## src/rtl/conv_cfg_pkg.sv

```systemverilog
// Shared types and constants for the conv filter coefficient sequencer.
package conv_cfg_pkg;

  localparam int N      = 25;  // kernel taps, 5x5 row-major
  localparam int BW     = 8;   // signed coefficient width
  localparam int CENTRE = 12;  // centre tap index

  // h[i] is the BW-bit signed coefficient of tap i
  typedef logic signed [0:N-1][BW-1:0] kernel_t;

  typedef struct packed {
    kernel_t     h;
    logic [15:0] scale;
  } cfg_t;

  typedef enum logic [1:0] {
    IDLE  = 2'd0,
    LOAD  = 2'd1,
    ARMED = 2'd2
  } state_t;

  localparam logic [1:0] PRESET_IDENTITY = 2'd0;
  localparam logic [1:0] PRESET_BOX      = 2'd1;
  localparam logic [1:0] PRESET_GAUSS    = 2'd2;
  localparam logic [1:0] PRESET_LAPLACE  = 2'd3;

  // Pass-through kernel: centre tap 1, divisor 1
  function automatic cfg_t identity_cfg();
    cfg_t c;
    c          = '0;
    c.h[CENTRE] = BW'(1);
    c.scale    = 16'd1;
    return c;
  endfunction

endpackage

```

## src/rtl/conv_kernel_rom.sv

```systemverilog
// Preset kernel table: (sel, tap index) -> coefficient, sel -> divisor.
module conv_kernel_rom
  import conv_cfg_pkg::*;
(
  input  logic [1:0]    sel,
  input  logic [4:0]    idx,
  output logic [BW-1:0] coeff,
  output logic [15:0]   scale
);

  logic          in_box_s;
  logic [BW-1:0] gauss_s;

  // Flag taps inside the 3x3 window centred in the 5x5 grid
  always_comb begin
    case (idx)
      5'd6, 5'd7, 5'd8, 5'd11, 5'd12, 5'd13, 5'd16, 5'd17, 5'd18: in_box_s = 1'b1;
      default: in_box_s = 1'b0;
    endcase
  end

  // Gaussian taps, grouped by their symmetric position class
  always_comb begin
    case (idx)
      5'd0, 5'd4, 5'd20, 5'd24:                          gauss_s = 8'd1;
      5'd1, 5'd3, 5'd5, 5'd9, 5'd15, 5'd19, 5'd21, 5'd23: gauss_s = 8'd4;
      5'd2, 5'd10, 5'd14, 5'd22:                         gauss_s = 8'd7;
      5'd6, 5'd8, 5'd16, 5'd18:                          gauss_s = 8'd20;
      5'd7, 5'd11, 5'd13, 5'd17:                         gauss_s = 8'd33;
      5'd12:                                             gauss_s = 8'd55;
      default:                                           gauss_s = 8'd0;
    endcase
  end

  // Coefficient select per preset
  always_comb begin
    coeff = 8'd0;
    case (sel)
      PRESET_IDENTITY: coeff = (idx == 5'd12) ? 8'd1 : 8'd0;
      PRESET_BOX:      coeff = in_box_s ? 8'd1 : 8'd0;
      PRESET_GAUSS:    coeff = gauss_s;
      PRESET_LAPLACE:  coeff = (idx == 5'd12) ? 8'd8 : (in_box_s ? 8'hFF : 8'd0);
      default:         coeff = 8'd0;
    endcase
  end

  // Divisor per preset; never zero
  always_comb begin
    scale = 16'd1;
    case (sel)
      PRESET_IDENTITY: scale = 16'd1;
      PRESET_BOX:      scale = 16'd9;
      PRESET_GAUSS:    scale = 16'd331;
      PRESET_LAPLACE:  scale = 16'd1;
      default:         scale = 16'd1;
    endcase
  end

endmodule

```

## src/rtl/conv_kernel_sequencer.sv

```systemverilog
// Coefficient owner for the 5x5 conv filter: shadow bank loaded from a preset
// or the host, swapped into the active bank only on the last pixel of a frame.
module conv_kernel_sequencer
  import conv_cfg_pkg::*;
#(
  parameter int WIDTH  = 320,
  parameter int HEIGHT = 240
) (
  input  logic                 clk,
  input  logic                 rst_n,
  input  logic [1:0]           sel,
  input  logic                 sel_stb,
  input  logic                 wr_en,
  input  logic [4:0]           wr_addr,
  input  logic signed [BW-1:0] wr_data,
  input  logic                 wr_scale,
  input  logic                 commit,
  input  logic                 pix_valid,
  input  logic                 pix_ready,
  input  logic                 frame_sync,
  output kernel_t              h,
  output logic [15:0]          scale_down,
  output logic                 busy,
  output logic                 swap_pulse,
  output logic                 wr_err
);

  localparam int            FRAME_PIX = WIDTH * HEIGHT;
  localparam int            CW        = $clog2(FRAME_PIX);
  localparam logic [CW-1:0] LAST_PIX  = CW'(FRAME_PIX - 1);

  state_t        state_r, state_nxt_s;
  logic [4:0]    ld_idx_r;
  logic [1:0]    sel_r;
  cfg_t          shadow_r, active_r;
  logic [CW-1:0] pix_cnt_r;
  logic          busy_r, swap_d_r, swap_pulse_r, wr_err_r;

  logic          hs_s, frame_last_s;
  logic          ld_start_s, ld_tap_s, ld_last_s, swap_s, host_wr_s, err_set_s, err_clr_s;
  logic [BW-1:0] rom_coeff_s;
  logic [15:0]   rom_scale_s;

  assign hs_s         = pix_valid & pix_ready;
  assign frame_last_s = hs_s & (pix_cnt_r == LAST_PIX);

  conv_kernel_rom u_rom (
    .sel   (sel_r),
    .idx   (ld_idx_r),
    .coeff (rom_coeff_s),
    .scale (rom_scale_s)
  );

  // FSM state register; busy registered from the next state
  always_ff @(posedge clk or negedge rst_n) begin
    if (!rst_n) begin
      state_r <= IDLE;
      busy_r  <= 1'b0;
    end else begin
      state_r <= state_nxt_s;
      busy_r  <= (state_nxt_s != IDLE);
    end
  end

  // FSM next-state logic; sel_stb has priority in every state
  always_comb begin
    state_nxt_s = state_r;
    case (state_r)
      IDLE:    state_nxt_s = sel_stb ? LOAD : (commit ? ARMED : IDLE);
      LOAD:    state_nxt_s = sel_stb ? LOAD : ((ld_idx_r == 5'(N - 1)) ? ARMED : LOAD);
      ARMED:   state_nxt_s = sel_stb ? LOAD : (frame_last_s ? IDLE : ARMED);
      default: state_nxt_s = IDLE;
    endcase
  end

  // FSM output strobes driving the datapath registers
  always_comb begin
    ld_start_s = sel_stb;
    ld_tap_s   = 1'b0;
    swap_s     = 1'b0;
    host_wr_s  = 1'b0;
    err_set_s  = 1'b0;
    err_clr_s  = 1'b0;
    case (state_r)
      IDLE: begin
        host_wr_s = wr_en;
        err_clr_s = sel_stb | commit;
      end
      LOAD: begin
        ld_tap_s  = ~sel_stb;
        err_set_s = wr_en;
      end
      ARMED: begin
        swap_s    = ~sel_stb & frame_last_s;
        err_set_s = wr_en;
      end
      default: begin
        ld_start_s = 1'b0;
      end
    endcase
  end

  assign ld_last_s = ld_tap_s & (ld_idx_r == 5'(N - 1));

  // Preset latch and load tap index
  always_ff @(posedge clk or negedge rst_n) begin
    if (!rst_n) begin
      sel_r    <= PRESET_IDENTITY;
      ld_idx_r <= 5'd0;
    end else if (ld_start_s) begin
      sel_r    <= sel;
      ld_idx_r <= 5'd0;
    end else if (ld_tap_s) begin
      ld_idx_r <= ld_idx_r + 5'd1;
    end
  end

  // Shadow bank: one ROM tap per LOAD cycle, or a single host write in IDLE
  always_ff @(posedge clk or negedge rst_n) begin
    if (!rst_n) begin
      shadow_r <= identity_cfg();
    end else if (ld_tap_s) begin
      shadow_r.h[ld_idx_r] <= rom_coeff_s;
      if (ld_last_s) shadow_r.scale <= rom_scale_s;
    end else if (host_wr_s) begin
      if (wr_scale) shadow_r.scale <= (wr_data == 8'sd0) ? 16'd1 : {8'd0, wr_data};
      else if (wr_addr < 5'(N)) shadow_r.h[wr_addr] <= wr_data;
    end
  end

  // Active bank and the delayed swap notification
  always_ff @(posedge clk or negedge rst_n) begin
    if (!rst_n) begin
      active_r     <= identity_cfg();
      swap_d_r     <= 1'b0;
      swap_pulse_r <= 1'b0;
    end else begin
      if (swap_s) active_r <= shadow_r;
      swap_d_r     <= swap_s;
      swap_pulse_r <= swap_d_r;
    end
  end

  // Pixel position within the frame, resynchronised by frame_sync
  always_ff @(posedge clk or negedge rst_n) begin
    if (!rst_n) begin
      pix_cnt_r <= '0;
    end else if (frame_sync) begin
      pix_cnt_r <= hs_s ? CW'(1) : CW'(0);
    end else if (hs_s) begin
      pix_cnt_r <= (pix_cnt_r == LAST_PIX) ? CW'(0) : pix_cnt_r + CW'(1);
    end
  end

  // Sticky host-write error flag
  always_ff @(posedge clk or negedge rst_n) begin
    if (!rst_n) begin
      wr_err_r <= 1'b0;
    end else if (err_set_s) begin
      wr_err_r <= 1'b1;
    end else if (err_clr_s) begin
      wr_err_r <= 1'b0;
    end
  end

  assign h          = active_r.h;
  assign scale_down = active_r.scale;
  assign busy       = busy_r;
  assign swap_pulse = swap_pulse_r;
  assign wr_err     = wr_err_r;

endmodule

```

## config.mk

```make
export PLATFORM = sky130hd
export DESIGN_NAME = conv_kernel_sequencer
export DESIGN_NICKNAME = d
export VERILOG_FILES = /design/src/rtl/conv_cfg_pkg.sv /design/src/rtl/conv_kernel_rom.sv /design/src/rtl/conv_kernel_sequencer.sv
export SDC_FILE = /design/constraint.sdc
export NUM_CORES = 1
export LEC_CHECK = 0
export CAP_MARGIN = 20
export CORE_ASPECT_RATIO = 1.2
export CORE_UTILIZATION = 45
export DETAILED_ROUTE_END_ITERATION = 7
export PLACE_DENSITY = 0.78
export RECOVER_POWER = 50
export SLEW_MARGIN = 20
export SYNTH_ARGS = -nofsm -noshare
export SYNTH_HDL_FRONTEND = slang
export SYNTH_SLANG_ARGS = --single-unit
export TNS_END_PERCENT = 10
```

## constraint.sdc

```tcl
create_clock -name clk -period 3.4 [get_ports clk]
set_input_delay 0.68 -clock clk [delete_from_list [all_inputs] [get_ports clk]]
set_output_delay 0.68 -clock clk [all_outputs]
set_load 0.05 [all_outputs]
```

Word level (Yosys, flattened, before mapping)
Memories as Yosys holds them, arrays and structs flattened. Cells that the tools add are included.

Register bits: 462. Bits in latches: 0. RAM bits: 0. Memory bits (read-only): 192. Input bits: 24. Output and inout port bits: 219. Logic and storage cells: 144. Memories: 2.

Add/sub/neg operators: 2. Multipliers: 0. Divide/modulo/power cells: 0. $lt $le $gt $ge: 5. Equality and inequality tests: 10. Shifts and indexed selects: 0. Muxes and demuxes: 40. Bitwise operators: 8. Reduce and logical (&&, ||, !) cells: 17.

Memory list: (name not given) (depth 32, width 5, read ports 1, clocked after Yosys merged registers in 0, wr ports 0, RTL line conv_kernel_rom.sv:24) `case (idx)`; (name not given) (depth 32, width 1, read ports 1, clocked after Yosys merged registers in 0, wr ports 0, RTL line conv_kernel_rom.sv:16) `case (idx)`.

Operators by type and width (number): $mux W216 (2); $bwmux W200 (2); $mux W200 (2); $demux W8 S5 (2); $mux W17 (3); $pmux W16 S3 (1); $mux W8 (5); $mux W16 (2); $pmux W8 S4 (1); $add A17 B1 Y17 const B (1); $eq A17 B17 Y1 const B (1); $reduce_bool A2 Y1 (7); $ge A6 B6 Y1 const B (2); $lt A6 B1 Y1 const B (2); $mux W2 (6); $not A5 Y6 (2); $mux W1 (11); $mux W5 (2); $logic_not A8 Y1 (1); $eq A2 B2 Y1 const B (3); $pmux W2 S3 (1); $reduce_and A3 Y1 (2); $add A5 B1 Y5 const B (1); $eq A5 B4 Y1 const B (1); 11 further kinds (19).

Longest topological paths before layout
Gate-level depths: netlist (run 1).

Word-level depth: 10. Gate-level depth with buffers: 10. Depth with buffers taken out: 7.

Modules after synthesis
A second synthesis (run 1) with hierarchy kept.

Cells, all modules: 1612. Area total of the unflattened synthesis: 21000.1 um2.

By module, submodules not included: conv_kernel_sequencer (instances 1, cells each 1526, area an instance 20357.0 um2); conv_kernel_rom (instances 1, cells each 86, area an instance 643.1 um2).

Worst setup path before layout (run 1)
OpenSTA, ideal clock, no wires.

Path type: register to register. Start point: register ld_idx_r[0]. End point: register shadow_r[181] (netlist name). Arrival: 2.307 ns. Setup slack: 0.939 ns. Cell stages (with the launch flop): 9. Path through: dfrtp_1 inv_1 ha_1 mux2i_1 a221oi_2 a2bb2oi_1 or2_2 buf_2 o221ai_1.

Cells in the longest elaborated chain, start to end: 7.

Ends and longest elaborated chain: from (decl) (RTL line conv_kernel_sequencer.sv:33) `logic [4:0] ld_idx_r;`; from (signal assigned) (RTL line conv_kernel_sequencer.sv:114) `ld_idx_r <= ld_idx_r + 5'd1;`; branches (longest 5 deep; another with $mem_v2 Z32 W1); $bwmux W200 (*) (RTL line conv_kernel_sequencer.sv:123) `shadow_r.h[ld_idx_r] <= rom_coeff_s;`; $mux W216 (*) (RTL line conv_kernel_sequencer.sv:122) `end else if (ld_tap_s) begin`; to (signal assigned) (RTL line conv_kernel_sequencer.sv:121) `shadow_r <= identity_cfg();`; to (decl) (RTL line conv_kernel_sequencer.sv:35) `cfg_t shadow_r, active_r;`.

Every way passes the cells marked *. A chain may end at the register's enable or synchronous reset.

Final worst setup path (run 1)
Start point: register ld_idx_r[3]. End point: register shadow_r[106] (netlist name).

Same word-level chain as after synthesis.

==> results of run 1 <==
==> area by class of cell <==
| type | instances | area, sq um |
|---|---|---|
| clock inverters | 22 | 222.7 |
| fillers | 3527 | 19270 |
| flip-flops and latches | 448 | 11220 |
| multi-input cells | 1044 | 8335 |
| diodes | 5 | 12.51 |
| repair buffers | 314 | 2974 |
| inverters | 24 | 90.09 |
| well taps | 559 | 699.4 |
| clock buffers | 62 | 1323 |
==> placed cells by master, fill, tap and decap left out, types with 6 or more instances in the layout <==
| cell | Yosys | routed |
|---|---|---|
| sky130_fd_sc_hd__a21o_1 | 6 | 6 |
| sky130_fd_sc_hd__a21oi_1 | 37 | 37 |
| sky130_fd_sc_hd__a221o_1 | 6 | 6 |
| sky130_fd_sc_hd__a31oi_1 | 10 | 10 |
| sky130_fd_sc_hd__a32oi_1 | 6 | 6 |
| sky130_fd_sc_hd__and2_1 | 12 | 11 |
| sky130_fd_sc_hd__buf_4 | 9 | 63 |
| sky130_fd_sc_hd__clkbuf_1 | 58 | 13 |
| sky130_fd_sc_hd__clkbuf_16 | 0 | 47 |
| sky130_fd_sc_hd__clkbuf_8 | 0 | 9 |
| sky130_fd_sc_hd__clkdlybuf4s50_1 | 0 | 166 |
| sky130_fd_sc_hd__clkinv_2 | 0 | 8 |
| sky130_fd_sc_hd__conb_1 | 1 | 7 |
| sky130_fd_sc_hd__dfrtp_1 | 444 | 444 |
| sky130_fd_sc_hd__dlygate4sd3_1 | 0 | 68 |
| sky130_fd_sc_hd__ha_1 | 17 | 17 |
| sky130_fd_sc_hd__inv_1 | 24 | 24 |
| sky130_fd_sc_hd__mux2_2 | 13 | 13 |
| sky130_fd_sc_hd__mux2_4 | 199 | 199 |
| sky130_fd_sc_hd__mux2i_1 | 20 | 20 |
| sky130_fd_sc_hd__nand2_1 | 186 | 186 |
| sky130_fd_sc_hd__nand2b_1 | 11 | 11 |
| sky130_fd_sc_hd__nand3_1 | 29 | 29 |
| sky130_fd_sc_hd__nand3b_1 | 7 | 7 |
| sky130_fd_sc_hd__nand4_1 | 9 | 9 |
| sky130_fd_sc_hd__nor2_1 | 52 | 52 |
| sky130_fd_sc_hd__nor2b_1 | 9 | 9 |
| sky130_fd_sc_hd__nor3_1 | 19 | 18 |
| sky130_fd_sc_hd__o211ai_1 | 20 | 20 |
| sky130_fd_sc_hd__o21a_1 | 32 | 32 |
| sky130_fd_sc_hd__o21ai_0 | 84 | 84 |
| sky130_fd_sc_hd__o221ai_1 | 92 | 92 |
| sky130_fd_sc_hd__o22a_1 | 13 | 13 |
| sky130_fd_sc_hd__o31ai_1 | 32 | 32 |
| sky130_fd_sc_hd__or2_2 | 13 | 12 |
| sky130_fd_sc_hd__or3_1 | 19 | 19 |
==> per-stage QoR <==
| step | total power, mW | hold WS [ps] | instance area [sq um] |
|---|---|---|---|
| floorplan | 7.404 | 331.2 | 20310 |
| global placement | 8.315 | 338.0 | 23400 |
| detailed placement | 8.372 | 345.0 | 23400 |
| CTS | 13.53 | 64.86 | 24940 |
| global route | 13.96 | 365.3 | 24870 |
| finish | 13.48 | 351.7 | 24870 |
==> power breakdown <==
group | switching (mW) | internal, mW | total (mW) | leakage (nW)
logic | 1.40 | 0.743 | 2.14 | 4.90
clock network | 2.17 | 2.98 | 5.15 | 0.759
registers | 0.378 | 5.81 | 6.19 | 6.11
==> metal layers <==
| metal | global-route usage (%) | part of all wire, % | vias up | wire length [um] |
|---|---|---|---|---|
| met5 | 0 | 0.10 | - | 61 |
| met4 | 11.52 | 4.3 | 8 | 2502 |
| met3 | 4.413 | 7.2 | 176 | 4215 |
| met2 | 41.94 | 48 | 672 | 28120 |
| met1 | 33.39 | 40 | 7531 | 23660 |
| li1 | - | - | 6481 | - |
==> how the worst max path moves through the flow <==
stage	to	slack, ps	cells past startpoint
after floorplan	shadow_r[181]	940	8
after global placement	shadow_r[25]	290	5
after detailed placement	shadow_r[186]	290	9
after CTS	h[127]	470	8
after global routing	shadow_r[89]	280	7
final	shadow_r[106]	410	6
==> kinds of logic after synthesis <==
family	after synthesis	share of synthesized area, %
AO/OA/AOI/OAI	386	13.75
XOR/XNOR	3	0.1296
adder cells (fa/ha/maj)	17	1.049
buffers and inverters	142	3.750
flip-flops	448	55.29
multiplexers	232	16.44
other	1	0.01849
AND/OR/NAND/NOR	399	9.573
==> registers in the layout, summed over array words and instances, names as in the netlist <==
signal / cells
swap_d_r: 1
wr_err: 1
h: 200
shadow_r: 209
state_r: 2
pix_cnt_r: 17
sel_r: 2
swap_pulse: 1
scale_down: 9
ld_idx_r: 5
busy: 1
==> critical path, cell delays in order (launching register included) <==
cell and delay [ps]:
sky130_fd_sc_hd__dfrtp_1 760, sky130_fd_sc_hd__clkbuf_1 450, sky130_fd_sc_hd__nand2b_1 390, sky130_fd_sc_hd__o2111ai_1 560, sky130_fd_sc_hd__a21o_1 190, sky130_fd_sc_hd__buf_4 240, sky130_fd_sc_hd__o221ai_1 200
==> results_tabular.tex, run 1 <==
\begin{tabular}{lr}
\hline
Metric & Value \\
\hline
\multicolumn{2}{l}{\textbf{Die}} \\
\quad Ports placed on the boundary & approximately 240 \\
\quad Area of the die & 45930 sq um \\
\quad Initial Utilization & between 40 and 50\% \\
\quad Core Region & approximately 44000 sq um \\
\quad Die extent in y & around 230 um \\
\quad Die Wd & just under 200 um \\
\quad FP Rows & between 80 and 90 \\
\multicolumn{2}{l}{\textbf{Worst setup path}} \\
\quad Setup crit end kind & flop \\
\quad Register-to-register setup slack & just over 400 ps \\
\quad CP Data Required Time & between 3000 and 4000 ps \\
\quad Reg-to-reg critical path startpoint & ld\_idx\_r[3] \\
\quad Crit path launch & ld\_idx\_r[3] \\
\quad CP Max Fanout & 19 \\
\quad Worst EP arrival & between 3000 and 4000 ps \\
\quad Crit Path Class & reg2reg \\
\quad R2r worst-path depth & 6 \\
\quad Endpoint of the most critical register-to-register path & shadow\_r[106] \\
\quad CP Launch Type & flop \\
\multicolumn{2}{l}{\textbf{Cells and area}} \\
\quad Area added between synthesis and finish & 22.62\% \\
\quad Non-filler instance count after layout & 2478 \\
\quad Net count, final & 1918 \\
\quad Proportion of layout cells with a drive suffix above 1 & approximately 20\% \\
\quad Util after Layout & between 50\% and 60\% \\
\multicolumn{2}{l}{\textbf{Global routing}} \\
\quad Vias in the first global route & about 15000 \\
\quad Initial antenna violation count & 8 \\
\quad Global-route wire length before repair & about 90 mm \\
\quad Grt ovf & 0 \\
\quad Total routing resource utilization after global routing & 25.58\% \\
\quad Pin count of the biggest net entering global routing & 85 \\
\multicolumn{2}{l}{\textbf{Pwr}} \\
\quad Worst vdd rail ir drop & $\sim$0.00031 V \\
\quad Cell Pwr Density & 542.1 nW/um\^{}2 \\
\quad Leakage Power & between 10 and 15 nW \\
\multicolumn{2}{l}{\textbf{Placement}} \\
\quad Setup WS pre-CTS & about 290 ps \\
\quad Number of cells in the design after placement & between 2000 and 2500 \\
\quad Number of buffer cells added on primary ports & roughly 240 \\
\quad Routability-driven placement congestion ratio & around 0.9 \\
\quad Dpl hpwl & a little over 40 mm \\
\multicolumn{2}{l}{\textbf{Clock tree}} \\
\quad Maximum clock insertion buffer count & 3 \\
\quad Number of sinks on the clock net & 448 \\
\quad Root Buffer Master & sky130\_fd\_sc\_hd\_\_clkbuf\_16 \\
\quad Clock latency reported for the late side of the worst-skew pair & around 570 ps \\
\quad Clock transition at the register clock pins on the worst setup and hold paths after CTS & around 70 ps \\
\quad Number of buffers added for setup after CTS & 0 \\
\quad Number of H-tree levels & 2 \\
\quad Number of buffers inserted for hold repair after clock tree synthesis & 0 \\
\quad CTS tree & built \\
\quad Resized cells post-CTS & 0 \\
\quad Total clock buffers created by CTS & between 40 and 50 \\
\multicolumn{2}{l}{\textbf{Detailed routing}} \\
\quad Total via count in the routed design & between 10000 and 15000 \\
\quad Via density per instance & approximately 6.0 \\
\quad Remaining design rule violation count & 0 \\
\quad First DRT Iteration DRCs & around 1600 \\
\quad Remaining antenna violation count & 0 \\
\quad Routed wirelength normalized by instance count & 23.63 um \\
\quad First-pass iteration count of the detailed router & 6 \\
\quad Detailed-route wire length & 58.56 mm \\
\multicolumn{2}{l}{\textbf{Logic synthesis}} \\
\quad Synthesized instance count & approximately 1600 \\
\quad Number of flops mapped to enable cells by yosys & 0 \\
\quad Main area contributors after synthesis & sky130\_fd\_sc\_hd\_\_dfrtp\_1 (55\%), sky130\_fd\_sc\_hd\_\_mux2\_4 (15\%), sky130\_fd\_sc\_hd\_\_o221ai\_1 (4.0\%) \\
\quad Proportion of synthesized flip-flops having asynchronous set or reset & between 90\% and 100\% \\
\quad Most used standard cell by instance count after synthesis & sky130\_fd\_sc\_hd\_\_dfrtp\_1 \\
\quad Top post-synthesis cells by count & sky130\_fd\_sc\_hd\_\_dfrtp\_1 (444), sky130\_fd\_sc\_hd\_\_mux2\_4 (199), sky130\_fd\_sc\_hd\_\_nand2\_1 (186) \\
\quad Number of distinct standard cells referenced by the synthesized netlist & 75 \\
\quad Number of synthesized register bits & $\sim$450 \\
\quad Count of yosys warnings during synthesis & 0 \\
\quad Average size of a mapped cell & 12.46 sq um \\
\quad Post-synthesis instance area & a little over 20000 sq um \\
\quad Cell type with the largest total area after synthesis & sky130\_fd\_sc\_hd\_\_dfrtp\_1 \\
\quad Synth top area share & between 50\% and 60\% \\
\quad Main synth FF type & sky130\_fd\_sc\_hd\_\_dfrtp\_1 \\
\quad Sequential cell area fraction in the yosys report & a little under three fifths \\
\multicolumn{2}{l}{\textbf{Timing}} \\
\quad Worst Tran Pin Value & 1560 ps \\
\quad \# setup viols final & 0 \\
\quad Top achievable clock speed & roughly 0.33 GHz \\
\quad Worst relative slew slack & -3.975\% \\
\quad Final Skew & about 26 ps \\
\quad Unrepaired setup endpoints after global routing & no \\
\quad Final worst-path setup slack & just over 400 ps \\
\quad Setup tns final & 0 ps \\
\quad Fin crit period & 2993 ps \\
\quad Number of max-slew violations in the final report & slightly above 60 \\
\quad Final hold violations & 0 \\
\quad Final critical-path share of the clock period & about nine tenths \\
\multicolumn{2}{l}{\textbf{Status}} \\
\quad Violated checks & max-capacitance violations, max-slew violations \\
\quad Outcome & finished, violations left \\
\multicolumn{2}{l}{\textbf{Min path}} \\
\quad Type of the most critical hold path & reg2reg \\
\quad Hold Path Origin & swap\_d\_r \\
\quad Cell count of the worst hold path & 0 \\
\quad Worst Hold Endpoint & swap\_pulse \\
\multicolumn{2}{l}{\textbf{Flow run}} \\
\quad Total of max-cap violations & 1 \\
\hline
\end{tabular}
Power figures use the tool's default switching activity.
==> run 2: changes to the inputs <==
--- a/config.mk
+++ b/config.mk
@@ -13,2 +13,3 @@
 export RECOVER_POWER = 50
+export REMOVE_ABC_BUFFERS = 1
 export SLEW_MARGIN = 20
==> constraint.sdc (replaced) <==
create_clock -name clk -period 3.4 [get_ports clk]
set_input_delay 0.51 -clock clk [delete_from_list [all_inputs] [get_ports clk]]
set_output_delay 0.51 -clock clk [all_outputs]
set_load 0.05 [all_outputs]
==> run 2 against run 1 <==
Net effect: the flow still finishes with violations (max-capacitance violations, max-slew violations); count of clock-buffer cells in the layout is 2 higher; sequential power hardly changed; global-route usage is 0.15 points lower; clock power is 5.4% lower; non-clock buffer count is 1 lower; highest routed layer unchanged.
==> results_tabular.tex, run 2 (synthesis gave the netlist of run 1 again) <==
\begin{tabular}{lr}
\hline
Metric & Value \\
\hline
\multicolumn{2}{l}{\textbf{Pwr}} \\
\quad Cell Pwr Density & $\sim$530 nW/um\^{}2 \\
\quad Worst vdd rail ir drop & 0.0003208 V \\
\quad Leakage Power & around 12 nW \\
\quad Post-layout total power & about 13 mW \\
\multicolumn{2}{l}{\textbf{Detailed routing}} \\
\quad Via density per instance & around 6.0 \\
\quad First-pass iteration count of the detailed router & 5 \\
\quad Detailed-route wire length & 58.84 mm \\
\quad Remaining antenna violation count & 0 \\
\quad First DRT Iteration DRCs & $\sim$1500 \\
\quad Routed wirelength normalized by instance count & $\sim$24 um \\
\quad Total via count in the routed design & 14755 \\
\quad Remaining design rule violation count & 0 \\
\multicolumn{2}{l}{\textbf{Clock tree}} \\
\quad Total clock buffers created by CTS & 44 \\
\quad Maximum clock insertion buffer count & 3 \\
\quad Root Buffer Master & sky130\_fd\_sc\_hd\_\_clkbuf\_16 \\
\quad Clock transition at the register clock pins on the worst setup and hold paths after CTS & $\sim$60 ps \\
\quad Number of sinks on the clock net & about 450 \\
\quad Number of buffers inserted for hold repair after clock tree synthesis & 0 \\
\quad Number of buffers added for setup after CTS & 0 \\
\quad Resized cells post-CTS & 0 \\
\quad CTS tree & built \\
\quad Clock latency reported for the late side of the worst-skew pair & 570 ps \\
\quad Number of H-tree levels & 2 \\
\multicolumn{2}{l}{\textbf{Timing}} \\
\quad Top achievable clock speed & between 0.3 and 0.4 GHz \\
\quad Final hold violations & 0 \\
\quad Final critical-path share of the clock period & between 90 and 100\% \\
\quad Post-route worst hold slack & 349.2 ps \\
\quad Worst relative slew slack & -90.22\% \\
\quad Setup tns final & 0 ps \\
\quad \# setup viols final & 0 \\
\quad Worst Tran Pin Value & around 2900 ps \\
\quad Unrepaired setup endpoints after global routing & no \\
\quad Number of max-slew violations in the final report & between 90 and 100 \\
\quad Fin crit period & about 3200 ps \\
\quad Final Skew & 27.17 ps \\
\multicolumn{2}{l}{\textbf{Global routing}} \\
\quad Pin count of the biggest net entering global routing & 107 \\
\quad Global-route wire length before repair & approximately 90 mm \\
\quad Grt ovf & 0 \\
\quad Vias in the first global route & approximately 15000 \\
\quad Total routing resource utilization after global routing & between 20 and 30\% \\
\quad Initial antenna violation count & 4 \\
\multicolumn{2}{l}{\textbf{Worst setup path}} \\
\quad Setup crit end kind & flop \\
\quad CP Launch Type & flop \\
\quad Crit Path Class & reg2reg \\
\quad Worst EP arrival & approximately 3600 ps \\
\quad Reg-to-reg critical path startpoint & pix\_cnt\_r[0] \\
\quad Crit path launch & pix\_cnt\_r[0] \\
\quad CP Data Required Time & $\sim$3800 ps \\
\quad CP Max Fanout & 106 \\
\multicolumn{2}{l}{\textbf{Cells and area}} \\
\quad Commonest cells after routing, fill and taps aside & sky130\_fd\_sc\_hd\_\_dfrtp\_1 (444), sky130\_fd\_sc\_hd\_\_mux2\_4 (199), sky130\_fd\_sc\_hd\_\_nand2\_1 (186) \\
\quad Final-layout fill cell count & 3590 \\
\quad Area added between synthesis and finish & 22.19\% \\
\quad Net count, final & 1916 \\
\quad Proportion of layout cells with a drive suffix above 1 & between 20\% and 30\% \\
\quad Register containing the most flip-flops in the final layout & shadow\_r \\
\quad Flip-flop count of the largest register after layout & around 210 \\
\quad Most frequent standard cell in the layout excluding fill and tap cells & sky130\_fd\_sc\_hd\_\_dfrtp\_1 \\
\quad Registers with the highest flip-flop counts & shadow\_r (209), h (200), pix\_cnt\_r (17) \\
\multicolumn{2}{l}{\textbf{Die}} \\
\quad Ports placed on the boundary & approximately 240 \\
\quad Initial Utilization & a little under half \\
\quad Core Region & about 44000 sq um \\
\quad Die Wd & around 200 um \\
\quad Die extent in y & around 230 um \\
\quad Area of the die & 45930 sq um \\
\quad FP Rows & 84 \\
\multicolumn{2}{l}{\textbf{Status}} \\
\quad Outcome & finished, violations left \\
\quad Violated checks & max-capacitance violations, max-slew violations \\
\multicolumn{2}{l}{\textbf{Placement}} \\
\quad Routability-driven placement congestion ratio & 0.9178 \\
\quad Dpl hpwl & around 40 mm \\
\quad Number of buffer cells added on primary ports & about 240 \\
\multicolumn{2}{l}{\textbf{Flow run}} \\
\quad Total of max-cap violations & 1 \\
\multicolumn{2}{l}{\textbf{Min path}} \\
\quad Hold Path Origin & swap\_d\_r \\
\quad Type of the most critical hold path & reg2reg \\
\hline
\end{tabular}
[run 2: cell types whose count changed in the layout (fill, tap and decap cells not counted), moves of 3 or more]
| cell | change |
|---|---|
| sky130_fd_sc_hd__clkbuf_4 | -3 |
| sky130_fd_sc_hd__clkdlybuf4s50_1 | -24 |
| sky130_fd_sc_hd__clkinv_4 | -5 |
| sky130_fd_sc_hd__dlygate4sd3_1 | +24 |
| sky130_fd_sc_hd__clkbuf_2 | +3 |
| sky130_fd_sc_hd__clkbuf_1 | +3 |
[run 2: through the flow]
step / setup slack (ps) / util (%) / instance area, sq um / instances
after global routing: 102.8 / 56.15 / 24780 / 2471
after CTS: 386.6 / 56.22 / 24820 / 2469
final: 221.8 / 56.15 / 24790 / 2472
after detailed placement: 309.9 / 52.96 / 23380 / 2388
after global placement: 407.5 / 52.96 / 23380 / 2388
after floorplan: -4115 / - / 19640 / 1516
[run 2: routing by layer]
layer	vias to the layer above	part of all wire, %	GRT usage [%]
li1	6481	-	-
met4	2	4.3	11.11
met3	155	6.0	4.069
met2	622	49	42.80
met1	7495	41	32.59
met5	-	0.022	0
[run 2: report_power, final]
group	switching (mW)	internal, mW
Sequential	0.394	5.81
Clock	2.09	2.78
Combinational	1.38	0.742
Total	3.87	9.33
[run 2: layout make-up]
| type | count | area [sq um] | share of cell area (%) |
|---|---|---|---|
| well taps | 559 | 699.4 | 2.822 |
| repair buffers | 313 | 2992 | 12.07 |
| diodes | 3 | 7.507 | 0.03029 |
| clock buffers | 64 | 1277 | 5.154 |
| multi-input cells | 1044 | 8343 | 33.66 |
| flip-flops and latches | 448 | 11220 | 45.25 |
| inverters | 24 | 90.09 | 0.3635 |
| clock inverters | 17 | 161.4 | 0.6512 |
[run 2: worst max-delay path: stages, from the launching register on]
cell and delay (ps):
sky130_fd_sc_hd__dfrtp_1 400, sky130_fd_sc_hd__ha_1 190, sky130_fd_sc_hd__nand3_1 210, sky130_fd_sc_hd__or3_1 520, sky130_fd_sc_hd__nor3_4 380, sky130_fd_sc_hd__nand3_4 320
sky130_fd_sc_hd__buf_12 350, sky130_fd_sc_hd__mux2_4 460
[run 2: final timing paths]
kind	endpoint	slack (ps)	cells after the start
max	h[100]	220	7
min	swap_pulse	350	0
max reg2reg	h[100]	220	7
min reg2reg	swap_pulse	350	0
max in group asynchronous	shadow_r[25]	730	2
min in group asynchronous	h[45]	830	1
==> run 3: changes to the inputs <==
CORE_UTILIZATION = 55   (was 45)
HOLD_SLACK_MARGIN = 0.06   (was not set)
PLACE_DENSITY = 0.9   (was 0.78)
==> run 3 against run 2 <==
Net effect: the flow still finishes with violations (max-capacitance violations, max-slew violations); count of clock-buffer cells in the layout up 5; die area down 18%; first-iteration DRC count up 3.0%; routed wire length up 3.5%; final cell count down 3.2%; critical path depth unchanged; non-clock buffer count up 10; total power up 2.8%; global-route usage up 7.5 points; worst setup slack worse by 35 ps; critical path type unchanged; highest routed layer unchanged.
==> results_tabular.tex, run 3 (synthesis gave the netlist of run 1 again) <==
\begin{tabular}{lr}
\hline
Metric & Value \\
\hline
\multicolumn{2}{l}{\textbf{Global routing}} \\
\quad Initial antenna violation count & 3 \\
\quad Met3 usage in global routing & $\sim$5.4\% \\
\quad Vias in the first global route & between 15000 and 20000 \\
\quad Pin count of the biggest net entering global routing & 94 \\
\quad Total routing resource utilization after global routing & between 30 and 40\% \\
\quad Grt ovf & 0 \\
\quad Global Route met1 Usage & 41.48\% \\
\quad Met2 layer usage reported by global route & 54.84\% \\
\quad Gr busiest metal & met2 \\
\quad Global-route wire length before repair & approximately 94 mm \\
\multicolumn{2}{l}{\textbf{Timing}} \\
\quad Final Skew & between 20 and 30 ps \\
\quad Number of max-slew violations in the final report & 90 \\
\quad Final critical-path share of the clock period & between 90 and 100\% \\
\quad Worst relative slew slack & -70.99\% \\
\quad Final hold violations & 0 \\
\quad Unrepaired setup endpoints after global routing & no \\
\quad Final worst-path setup slack & $\sim$190 ps \\
\quad Worst Tran Pin Value & $\sim$2600 ps \\
\quad Top achievable clock speed & about 0.31 GHz \\
\quad Fin crit period & $\sim$3200 ps \\
\quad \# setup viols final & 0 \\
\multicolumn{2}{l}{\textbf{Worst setup path}} \\
\quad Setup crit end kind & flop \\
\quad CP Data Required Time & $\sim$3800 ps \\
\quad Delay of the slowest cell on the worst path & a little under 600 ps \\
\quad Critical-path top delay cell & sky130\_fd\_sc\_hd\_\_nand3\_4 \\
\quad Number of buffer and inverter instances along the worst setup path & 1 \\
\quad Worst EP arrival & 3660 ps \\
\quad Top cell family by delay on the critical path & simple AND/OR/NAND/NOR gates \\
\quad Crit path depth & 7 \\
\quad CP Launch Type & flop \\
\quad Reg-to-reg critical path startpoint & pix\_cnt\_r[0] \\
\quad Crit path launch & pix\_cnt\_r[0] \\
\quad Endpoint of the most critical register-to-register path & h[183] \\
\quad Crit Path Class & reg2reg \\
\quad CP Max Fanout & 39 \\
\quad Register-to-register setup slack & $\sim$190 ps \\
\quad R2r worst-path depth & 7 \\
\quad Critical path capture point & h[183] \\
\quad Cells along the critical path & ha\_1, nand3\_1, or3\_1, nor3\_4, nand3\_4, buf\_12, mux2\_4 \\
\multicolumn{2}{l}{\textbf{Cells and area}} \\
\quad Registers with the highest flip-flop counts & shadow\_r (209), h (200), pix\_cnt\_r (17) \\
\quad Commonest cells after routing, fill and taps aside & sky130\_fd\_sc\_hd\_\_dfrtp\_1 (444), sky130\_fd\_sc\_hd\_\_mux2\_4 (199), sky130\_fd\_sc\_hd\_\_nand2\_1 (186) \\
\quad Net count, final & roughly 1900 \\
\quad Proportion of layout cells with a drive suffix above 1 & roughly a fifth \\
\quad Area added between synthesis and finish & 22.77\% \\
\quad Flip-flop count of the largest register after layout & about 210 \\
\quad Final design area excluding fillers & between 20000 and 25000 sq um \\
\quad Most frequent standard cell in the layout excluding fill and tap cells & sky130\_fd\_sc\_hd\_\_dfrtp\_1 \\
\quad Register containing the most flip-flops in the final layout & shadow\_r \\
\multicolumn{2}{l}{\textbf{Placement}} \\
\quad Dpl hpwl & just over 40 mm \\
\quad Area post-placement & 23340 sq um \\
\quad Number of buffer cells added on primary ports & 235 \\
\quad Setup WS pre-CTS & 286.3 ps \\
\quad Routability-driven placement congestion ratio & approximately 0.95 \\
\multicolumn{2}{l}{\textbf{Die}} \\
\quad Core Region & roughly 36000 sq um \\
\quad Die Wd & 177.3 um \\
\quad Die extent in y & approximately 210 um \\
\quad FP Rows & 76 \\
\quad Ports placed on the boundary & around 240 \\
\quad Initial Utilization & a little under three fifths \\
\quad Area of the die & 37660 sq um \\
\multicolumn{2}{l}{\textbf{Clock tree}} \\
\quad Total clock buffers created by CTS & 45 \\
\quad Number of H-tree levels & 2 \\
\quad CTS tree & built \\
\quad Root Buffer Master & sky130\_fd\_sc\_hd\_\_clkbuf\_16 \\
\quad Number of buffers added for setup after CTS & 0 \\
\quad Number of sinks on the clock net & 448 \\
\quad Clock latency reported for the late side of the worst-skew pair & roughly 570 ps \\
\quad Clock transition at the register clock pins on the worst setup and hold paths after CTS & roughly 60 ps \\
\quad Maximum clock insertion buffer count & 3 \\
\multicolumn{2}{l}{\textbf{Detailed routing}} \\
\quad First-pass iteration count of the detailed router & 6 \\
\quad Remaining antenna violation count & 0 \\
\quad Total via count in the routed design & roughly 15000 \\
\quad Via density per instance & 6.404 \\
\quad First DRT Iteration DRCs & 1493 \\
\quad Detailed-route wire length & just over 60 mm \\
\quad Routed wirelength normalized by instance count & approximately 25 um \\
\quad Remaining design rule violation count & 0 \\
\multicolumn{2}{l}{\textbf{Pwr}} \\
\quad Leakage Power & about 12 nW \\
\quad Cell Pwr Density & $\sim$550 nW/um\^{}2 \\
\quad Worst vdd rail ir drop & 0.0003903 V \\
\multicolumn{2}{l}{\textbf{Min path}} \\
\quad Type of the most critical hold path & reg2reg \\
\multicolumn{2}{l}{\textbf{Flow run}} \\
\quad Total of max-cap violations & 1 \\
\multicolumn{2}{l}{\textbf{Status}} \\
\quad Outcome & finished, violations left \\
\quad Violated checks & max-capacitance violations, max-slew violations \\
\hline
\end{tabular}
[run 3: cell count changes in the layout (fill, tap and decap cells not counted), moves of 2 or more]
cell / previous run / this run
sky130_fd_sc_hd__buf_4: 62 / 78
sky130_fd_sc_hd__clkbuf_1: 16 / 9
sky130_fd_sc_hd__clkbuf_8: 8 / 13
sky130_fd_sc_hd__clkdlybuf4s50_1: 142 / 146
sky130_fd_sc_hd__clkbuf_2: 5 / 2
sky130_fd_sc_hd__clkinv_2: 7 / 4
sky130_fd_sc_hd__dlygate4sd3_1: 92 / 89
sky130_fd_sc_hd__clkbuf_16: 45 / 47
[run 3: worst min-delay path by stage]
stage / from / endpoint / slack (ps) / depth (start not counted)
2_1_floorplan: rst_n / busy / 210 / 0
3_3_place_gp: swap_d_r / swap_pulse / 340 / 0
3_5_place_dp: swap_d_r / swap_pulse / 340 / 0
4_1_cts: swap_d_r / swap_pulse / 350 / 0
5_1_grt: swap_d_r / swap_pulse / 370 / 0
6_report: swap_d_r / swap_pulse / 350 / 0
[run 3: cell type report]
cell class	count	area, sq um
multi-input combinational	1044	8343
inverter	24	90.09
clock inverter	14	166.4
clock buffer	69	1389
fill	2438	11230
sequential	448	11220
tap	468	585.6
antenna	2	5.005
timing repair buffer	323	3108
[run 3: metal layers]
layer,wire length (um),share of wire [%],up-vias
li1,-,-,6481
met1,22820,37,7704
met2,30040,49,868
met3,4612,7.6,264
met4,3404,5.6,2
met5,13,0.021,-
[run 3: metrics by stage]
| stage | power [mW] | util [%] | setup TNS, ps | cells | hold slack [ps] |
|---|---|---|---|---|---|
| 2_1_floorplan | 7.310 | - | -850330 | 1516 | 214.4 |
| 3_3_place_gp | 8.285 | 64.61 | 0 | 2306 | 337.6 |
| 3_5_place_dp | 8.360 | 64.61 | 0 | 2306 | 337.3 |
| 4_1_cts | 13.54 | 68.94 | 0 | 2390 | 348.8 |
| 5_1_grt | 13.99 | 68.92 | 0 | 2392 | 368.2 |
| 6_report | 13.57 | 68.92 | 0 | 2392 | 348.5 |
[run 3: power breakdown]
part	total (mW)	switching, mW	internal [mW]
combinational	2.17	1.43	0.745
clock	5.20	2.14	3.05
sequential	6.20	0.392	5.81
total	13.6	3.96	9.61
[run 3: timing repair]
action,CTS,global route
gates resized for setup,0,0
endpoints found under the hold margin,85,0
hold buffers,1,0
[run 3: worst reg2reg max path, delay by kind of cell, from the launching register on]
| family | cells | cell delay (ps) |
|---|---|---|
| flip-flops | 1 | 430 |
| adder cells (fa/ha/maj) | 1 | 200 |
| multiplexers | 1 | 370 |
| AND/OR/NAND/NOR | 4 | 1630 |
| buffers and inverters | 1 | 500 |
